## src/rtl/tl_bcast_pkg.sv

```systemverilog
// Shared constants and types for the broadcast D-channel responder.
// Holds TileLink opcode/cap encodings, the responder state enum and a
// small helper that recognises Acquire requests.
package tl_bcast_pkg;

  // D-channel and A-channel opcodes used by the responder
  localparam logic [2:0] OP_ACCESS_ACK      = 3'd0;
  localparam logic [2:0] OP_ACCESS_ACK_DATA = 3'd1;
  localparam logic [2:0] OP_GRANT           = 3'd4;
  localparam logic [2:0] OP_GRANT_DATA      = 3'd5;
  localparam logic [2:0] OP_ACQUIRE_BLOCK   = 3'd6;
  localparam logic [2:0] OP_ACQUIRE_PERM    = 3'd7;

  // Grow params on A (NtoB) and cap params on D (toT/toB)
  localparam logic [2:0] GROW_NTOB = 3'd0;
  localparam logic [2:0] CAP_TOT   = 3'd0;
  localparam logic [2:0] CAP_TOB   = 3'd1;

  typedef enum logic [1:0] {
    ST_IDLE   = 2'd0,
    ST_PROBE  = 2'd1,
    ST_RESP   = 2'd2,
    ST_WAIT_E = 2'd3
  } state_t;

  function automatic logic is_acquire(input logic [2:0] op);
    return (op == OP_ACQUIRE_BLOCK) || (op == OP_ACQUIRE_PERM);
  endfunction

endpackage

```

## src/rtl/tl_beat_counter.sv

```systemverilog
// Beat counter for one D response burst.
// Derives the burst length from the live D opcode/size and flags the
// final beat; the count wraps to zero on the last fire so the next burst
// starts clean.
module tl_beat_counter
  import tl_bcast_pkg::*;
#(
  parameter int BEAT_LOG2 = 3
) (
  input  logic       clock,
  input  logic       reset,
  input  logic       clear,
  input  logic       fire,
  input  logic [2:0] opcode,
  input  logic [2:0] size,
  output logic       last
);

  logic [8:0] r_cnt;
  logic [8:0] w_bytes;
  logic [8:0] w_shift;
  logic [8:0] w_beats;

  assign w_bytes = 9'd1 << size;
  assign w_shift = w_bytes >> BEAT_LOG2;
  // Only AccessAckData carries data; anything narrower than a beat is one beat
  assign w_beats = ((opcode == OP_ACCESS_ACK_DATA) && (w_shift != 9'd0)) ? w_shift : 9'd1;
  assign last    = (r_cnt == (w_beats - 9'd1));

  // Advance per fire, return to zero on the last beat or when idle
  always_ff @(posedge clock or negedge reset) begin
    if (!reset) begin
      r_cnt <= 9'd0;
    end else if (clear) begin
      r_cnt <= 9'd0;
    end else if (fire) begin
      r_cnt <= last ? 9'd0 : (r_cnt + 9'd1);
    end
  end

endmodule

```

## src/rtl/tl_broadcast_d_responder.sv

```systemverilog
// Response side of one broadcast tracker slot.
// Waits out probe acks, passes outer D beats to the inner client with
// Acquire responses rewritten as Grant/GrantData, then waits for GrantAck.
// Optional protocol checking is enabled with macro TL_BCAST_RESP_CHECK_EN.
module tl_broadcast_d_responder
  import tl_bcast_pkg::*;
#(
  parameter int         SOURCE_W  = 8,
  parameter logic [2:0] SINK_ID   = 3'd0,
  parameter int         BEAT_LOG2 = 3,
  parameter int         PROBE_W   = 3
) (
  input  logic                  clock,
  input  logic                  reset,
  input  logic                  start_valid,
  input  logic [2:0]            start_opcode,
  input  logic [2:0]            start_param,
  input  logic [2:0]            start_size,
  input  logic [SOURCE_W-1:0]   start_source,
  input  logic [PROBE_W-1:0]    start_probes,
  input  logic                  probe_ack,
  output logic                  od_ready,
  input  logic                  od_valid,
  input  logic [2:0]            od_opcode,
  input  logic [2:0]            od_size,
  input  logic [SOURCE_W+1:0]   od_source,
  input  logic                  od_denied,
  input  logic [63:0]           od_data,
  input  logic                  id_ready,
  output logic                  id_valid,
  output logic [2:0]            id_opcode,
  output logic [2:0]            id_param,
  output logic [2:0]            id_size,
  output logic [2:0]            id_sink,
  output logic [SOURCE_W-1:0]   id_source,
  output logic                  id_denied,
  output logic [63:0]           id_data,
  input  logic                  e_valid,
  input  logic [2:0]            e_sink,
  output logic                  d_last,
  output logic                  got_e,
  output logic                  probes_done,
  output logic                  busy,
  output logic                  err
);

  state_t               r_state;
  state_t               w_state_next;
  logic                 r_acquire;
  logic [2:0]           r_param;
  logic [PROBE_W-1:0]   r_probe_cnt;
  logic                 r_got_e;
  logic                 r_d_last;
  logic                 w_in_resp;
  logic                 w_fire;
  logic                 w_last;
  logic                 w_e_match;
  logic                 w_start;

  assign w_in_resp = (r_state == ST_RESP);
  assign w_fire    = od_valid & id_ready & w_in_resp;
  assign w_e_match = (r_state == ST_WAIT_E) & e_valid & (e_sink == SINK_ID);
  assign w_start   = (r_state == ST_IDLE) & start_valid;

  tl_beat_counter #(
    .BEAT_LOG2 (BEAT_LOG2)
  ) u_beats (
    .clock  (clock),
    .reset  (reset),
    .clear  (r_state == ST_IDLE),
    .fire   (w_fire),
    .opcode (od_opcode),
    .size   (od_size),
    .last   (w_last)
  );

  // State register
  always_ff @(posedge clock or negedge reset) begin
    if (!reset) begin
      r_state <= ST_IDLE;
    end else begin
      r_state <= w_state_next;
    end
  end

  // Next-state: probes drain, burst completes, then GrantAck for Acquires
  always_comb begin
    w_state_next = r_state;
    case (r_state)
      ST_IDLE:   if (start_valid) w_state_next = ST_PROBE;
      ST_PROBE:  if (r_probe_cnt == '0) w_state_next = ST_RESP;
      ST_RESP:   if (w_fire && w_last) w_state_next = r_acquire ? ST_WAIT_E : ST_IDLE;
      ST_WAIT_E: if (w_e_match) w_state_next = ST_IDLE;
      default:   w_state_next = ST_IDLE;
    endcase
  end

  // Transaction context, probe count, GrantAck bookkeeping and d_last pulse
  always_ff @(posedge clock or negedge reset) begin
    if (!reset) begin
      r_acquire   <= 1'b0;
      r_param     <= 3'd0;
      r_probe_cnt <= '0;
      r_got_e     <= 1'b1;
      r_d_last    <= 1'b0;
    end else begin
      r_d_last <= w_fire & w_last;
      if (w_start) begin
        r_acquire   <= is_acquire(start_opcode);
        r_param     <= start_param;
        r_probe_cnt <= start_probes;
        r_got_e     <= ~is_acquire(start_opcode);
      end else begin
        // A stray ack at zero saturates instead of wrapping
        if (probe_ack && (r_probe_cnt != '0)) begin
          r_probe_cnt <= r_probe_cnt - 1'b1;
        end
        if (w_e_match) begin
          r_got_e <= 1'b1;
        end
      end
    end
  end

  // Opcode/param rewrite: Acquires see Grant flavours and a cap param
  always_comb begin
    id_opcode = od_opcode;
    id_param  = CAP_TOT;
    if (r_acquire) begin
      if (od_opcode == OP_ACCESS_ACK_DATA) begin
        id_opcode = OP_GRANT_DATA;
      end else if (od_opcode == OP_ACCESS_ACK) begin
        id_opcode = OP_GRANT;
      end
      id_param = (r_param == GROW_NTOB) ? CAP_TOB : CAP_TOT;
    end
  end

  assign od_ready    = id_ready & w_in_resp;
  assign id_valid    = od_valid & w_in_resp;
  assign id_size     = od_size;
  assign id_source   = od_source[SOURCE_W-1:0];
  assign id_sink     = SINK_ID;
  assign id_denied   = od_denied;
  assign id_data     = od_data;
  assign d_last      = r_d_last;
  assign got_e       = r_got_e;
  assign probes_done = (r_probe_cnt == '0);
  assign busy        = (r_state != ST_IDLE);

`ifdef TL_BCAST_RESP_CHECK_EN
  logic [SOURCE_W-1:0] r_source;
  logic                r_err;
  logic                w_err_evt;
  logic                w_unused;

  // The captured A size is carried by od_size on the response itself
  assign w_unused = &{1'b0, start_size};

  assign w_err_evt = (w_fire && ((od_source[SOURCE_W-1:0] != r_source) ||
                                 (od_source[SOURCE_W+1:SOURCE_W] != {2{r_acquire}}))) ||
                     (start_valid && (r_state != ST_IDLE)) ||
                     (probe_ack && (r_probe_cnt == '0));

  // Source capture for the response-source check
  always_ff @(posedge clock or negedge reset) begin
    if (!reset) begin
      r_source <= '0;
    end else if (w_start) begin
      r_source <= start_source;
    end
  end

  // Sticky protocol error
  always_ff @(posedge clock or negedge reset) begin
    if (!reset) begin
      r_err <= 1'b0;
    end else if (w_err_evt) begin
      r_err <= 1'b1;
    end
  end

  assign err = r_err;
`else
  logic w_unused;

  // Fields only consumed by the protocol checker
  assign w_unused = &{1'b0, start_size, start_source, od_source[SOURCE_W+1:SOURCE_W]};
  assign err      = 1'b0;
`endif

endmodule

```

## config.mk

```make
export PLATFORM = sky130hd
export DESIGN_NAME = tl_broadcast_d_responder
export DESIGN_NICKNAME = d
export VERILOG_FILES = /design/src/rtl/tl_bcast_pkg.sv /design/src/rtl/tl_beat_counter.sv /design/src/rtl/tl_broadcast_d_responder.sv
export SDC_FILE = /design/constraint.sdc
export NUM_CORES = 1
export LEC_CHECK = 0
export ABC_AREA = 1
export CORE_MARGIN = 2
export CORE_UTILIZATION = 30
export CTS_CLUSTER_DIAMETER = 200
export DETAILED_ROUTE_END_ITERATION = 6
export GPL_TIMING_DRIVEN = 0
export PLACE_DENSITY = 0.94
export SYNTH_ARGS = -nofsm -noshare
export SYNTH_HDL_FRONTEND = slang
export SYNTH_SLANG_ARGS = --single-unit
```

## constraint.sdc

```tcl
create_clock -name clock -period 4 [get_ports clock]
set_clock_uncertainty 0.15 [all_clocks]
set_input_delay 0.6 -clock clock [delete_from_list [all_inputs] [get_ports clock]]
set_output_delay 0.6 -clock clock [all_outputs]
set_load 0.005 [all_outputs]
```

==> out/metrics.cfg <==
[grt]
gr-total-overflow = 0
grt_pass1_vias = 1826
antenna_found_initial = 0
grt_pass1_wl_mm = 7.83
grt_max_degree = 21
grtUsageTotal_pct = 12.9

[setup_path]
worst-r2r-cell-count = 7
worstSetupEndpointType = register
cp_top_family = simple AND/OR/NAND/NOR gates
crit_buf_inv = 3
cpMostUsedCell = nand2_1
cp-endpoint = u_beats.r_cnt[4]$_DFFE_PN0P_
r2r_setup_slack_ps = 2240
critPathLaunch = od_opcode[1]
cp_slowest_stage_delay_ps = 470
rr_startpoint = r_state[0]$_DFFE_PN0P_
slowest_stage = clkdlybuf4s50_1
start_kind = input pin
path_depth = 17
reg2reg_to = r_probe_cnt[2]$_DFFE_PN0P_
crit_arrival_ps = 3070
worstSetupPathType = input pin to register
cp.required_ps = 3980
path_cells = clkdlybuf4s50_1 > inv_2 > nand2_2 > nor2_4 > nand2_1 > ha_1 > inv_1 > a21oi_1 > ha_1 > nand2_1 > o21ai_1 > nor2_1 > nand2_1 > nor2_1 > nand3_1 > nand2_1 > o21ai_0
worstPathMaxFanout = 8

[synthesis]
avgSynthCellArea_sq_um = 7.29
ys_seq_elements = 20
synth_top_family_by_area = buffers and inverters
synth_flop_cell = dfrtp_1
synth.area.mux_share_pct = 0
synth_edf_count = 0
synth_commonest_cells = buf_4, nand2_1, inv_1
synth_cells = 269
synth_top_area_share_pct = 31.4
yosysTopAreaCell = buf_4
synth.most_common_cell = buf_4
synth_area_sq_um = 1960
yosysUniqueCellTypes = 31
synth_warnings = 0
synth_xor_xnor_area_share_pct = 3.57
synth-async-reset-ratio_pct = 100
synth-adder-area-share_pct = 3.19
synthSimpleGateAreaFrac_pct = 23.6
yosys-top-cells-area = buf_4, dfrtp_1, nand2_1
synth_compound_area_share_pct = 5.49
ys_seq_area_share_pct = 25.6

[clock_network]
cts.sinks = 20
post_cts_buffers = 0
cts_tree = done
cts-resized-gates = 0
cts.reportedPaths.clkPinSlew_ps = 80
insertion_delay_ps = 270
cts_buffers = 3
clockBufferDepth = 2
cts.htree.levels = 1
cts_root_buf = clkbuf_8
cts_hold_buf = 0

[finish]
fillers = 598
areaGrowthSynthToFinish_pct = 65.2
multi_input_area_sq_um = 726
nets = 504
regArea_sq_um = 502
layout-drive-gt1-share_pct = 26.1
diodes = 0

[placement]
hpwl_mm = 4.17
place_congestion = 0.815
port_buffers = 109
pre_cts_ws_ps = 662

[flow_run]
cap_violations = 0

[die]
rows = 29
io-pin-count = 203
die_width_um = 84.8
design.core.area_sq_um = 6350
start_util_pct = 30.9
die_y_um = 84.8
die_area_sq_um = 7200

[sta]
setup_slack_ps = 916
slew_headroom_pct = 40.0
fmax_ghz = 0.324
period_minus_slack_ps = 3080
maxSlewViolCount = 0
hold_violations = 0
setup_viol = 0
min_period_over_period_pct = 77.1
final.setup.tns_ps = 0
worst_slew_pin_slew_ps = 898
holdWs_ps = 341
grt_setup_unrepaired = false

[power_and_ir_drop]
worst_ir_drop_vdd_v = 0.000254
p_leak_uw = 0.00156
powerDensity_nw_per_um2 = 314
p_total_uw = 1020

[detailed_routing]
vias = 1942
drt_iter0_markers = 45
wl_per_cell_um = 10.5
ant_nets = 0
first_pass_iters = 4
routed_wl_mm = 4.86
routed_via_density = 4.19
route.detailed.drc = 0

[worst_hold_path]
hold_path_class = register to register

[status]
status = completed

[cell families (layout without fill, tap and decap cells)]
logic type	count (synthesis)	after routing
other cells	1	6
xor+xnor	8	8
simple gates	100	100
fa+ha+maj	5	5
flops	20	20
compound gates	19	19
buf+inv	116	229
[worst register-to-register path: cells and delay by family (launching register included)]
family / cells / cell delay [ps]
DFF: 1 / 460
and+or+nand+nor: 3 / 460
buffers and inverters: 2 / 370
AOI/OAI and AO/OA: 2 / 200
[cell usage in the layout, fill, tap and decap left out, types with 2 or more instances in the layout]
master | synthesis | final
buf_4 | 82 | 82
ha_1 | 5 | 5
o211ai_1 | 3 | 3
xnor2_1 | 3 | 3
o21ai_0 | 9 | 9
dfrtp_1 | 19 | 19
nor3_1 | 2 | 2
clkdlybuf4s50_1 | 0 | 109
xor2_1 | 5 | 5
nand3b_1 | 2 | 2
a21oi_1 | 3 | 3
buf_2 | 2 | 2
nand3_1 | 10 | 10
conb_1 | 1 | 6
clkbuf_8 | 0 | 3
inv_1 | 29 | 29
nor2_1 | 14 | 14
nand2_1 | 55 | 55
o21ai_1 | 2 | 2
nor2_2 | 5 | 5
nand2_2 | 2 | 2
nand4_1 | 5 | 5
[how the worst min path moves through the flow]
stage | end | start | cells past startpoint
final | r_param[2]$_DFFE_PN0P_ | r_param[2]$_DFFE_PN0P_ | 2
after global placement | r_param[1]$_DFFE_PN0P_ | r_param[1]$_DFFE_PN0P_ | 2
after global routing | r_param[2]$_DFFE_PN0P_ | r_param[2]$_DFFE_PN0P_ | 2
after floorplan | d_last$_DFF_PN0_ | reset | 0
after CTS | r_param[2]$_DFFE_PN0P_ | r_param[2]$_DFFE_PN0P_ | 2
after detailed placement | r_param[2]$_DFFE_PN0P_ | r_param[2]$_DFFE_PN0P_ | 2
[through the flow]
stage / cells / cell area (sq um) / util [%]
after floorplan: 274 / 1980 / -
after detailed placement: 460 / 3170 / 49.9
after global placement: 460 / 3170 / 49.9
final: 464 / 3240 / 51.0
after CTS: 464 / 3240 / 51.0
after global routing: 464 / 3240 / 51.0
[power breakdown]
group          total (uW)  internal [uW]  switching (uW)
registers             304            259            44.8
clock network         204            134            69.9
logic                 509            278             231
[layout make-up]
cell class                 instances  area share [%]
sequential                        20            15.5
multi-input combinational        138            22.4
buffer                            86            19.7
tap                               77            2.98
timing repair buffer             109            33.7
clock buffer                       3            1.28
clock inverter                     1           0.927
inverter                          30            3.48
[routing by layer]
layer  part of all wire, %  track usage [%]  routed length (um)  vias up
met5                     0                0                   0        -
met4                   1.3             3.90                  62        0
met3                    11             4.67                 542        7
met2                    53             24.1                2560      108
met1                    35             13.5                1690      847
li1                      -                -                   -      980
[flip-flops by register name, summed over array words and instances (netlist names)]
name,flops
r_probe_cnt,3
d_last,1
r_state,2
r_param,3
r_acquire,1
u_beats.r_cnt,9
got_e,1
(Power assumes the default switching activity.)
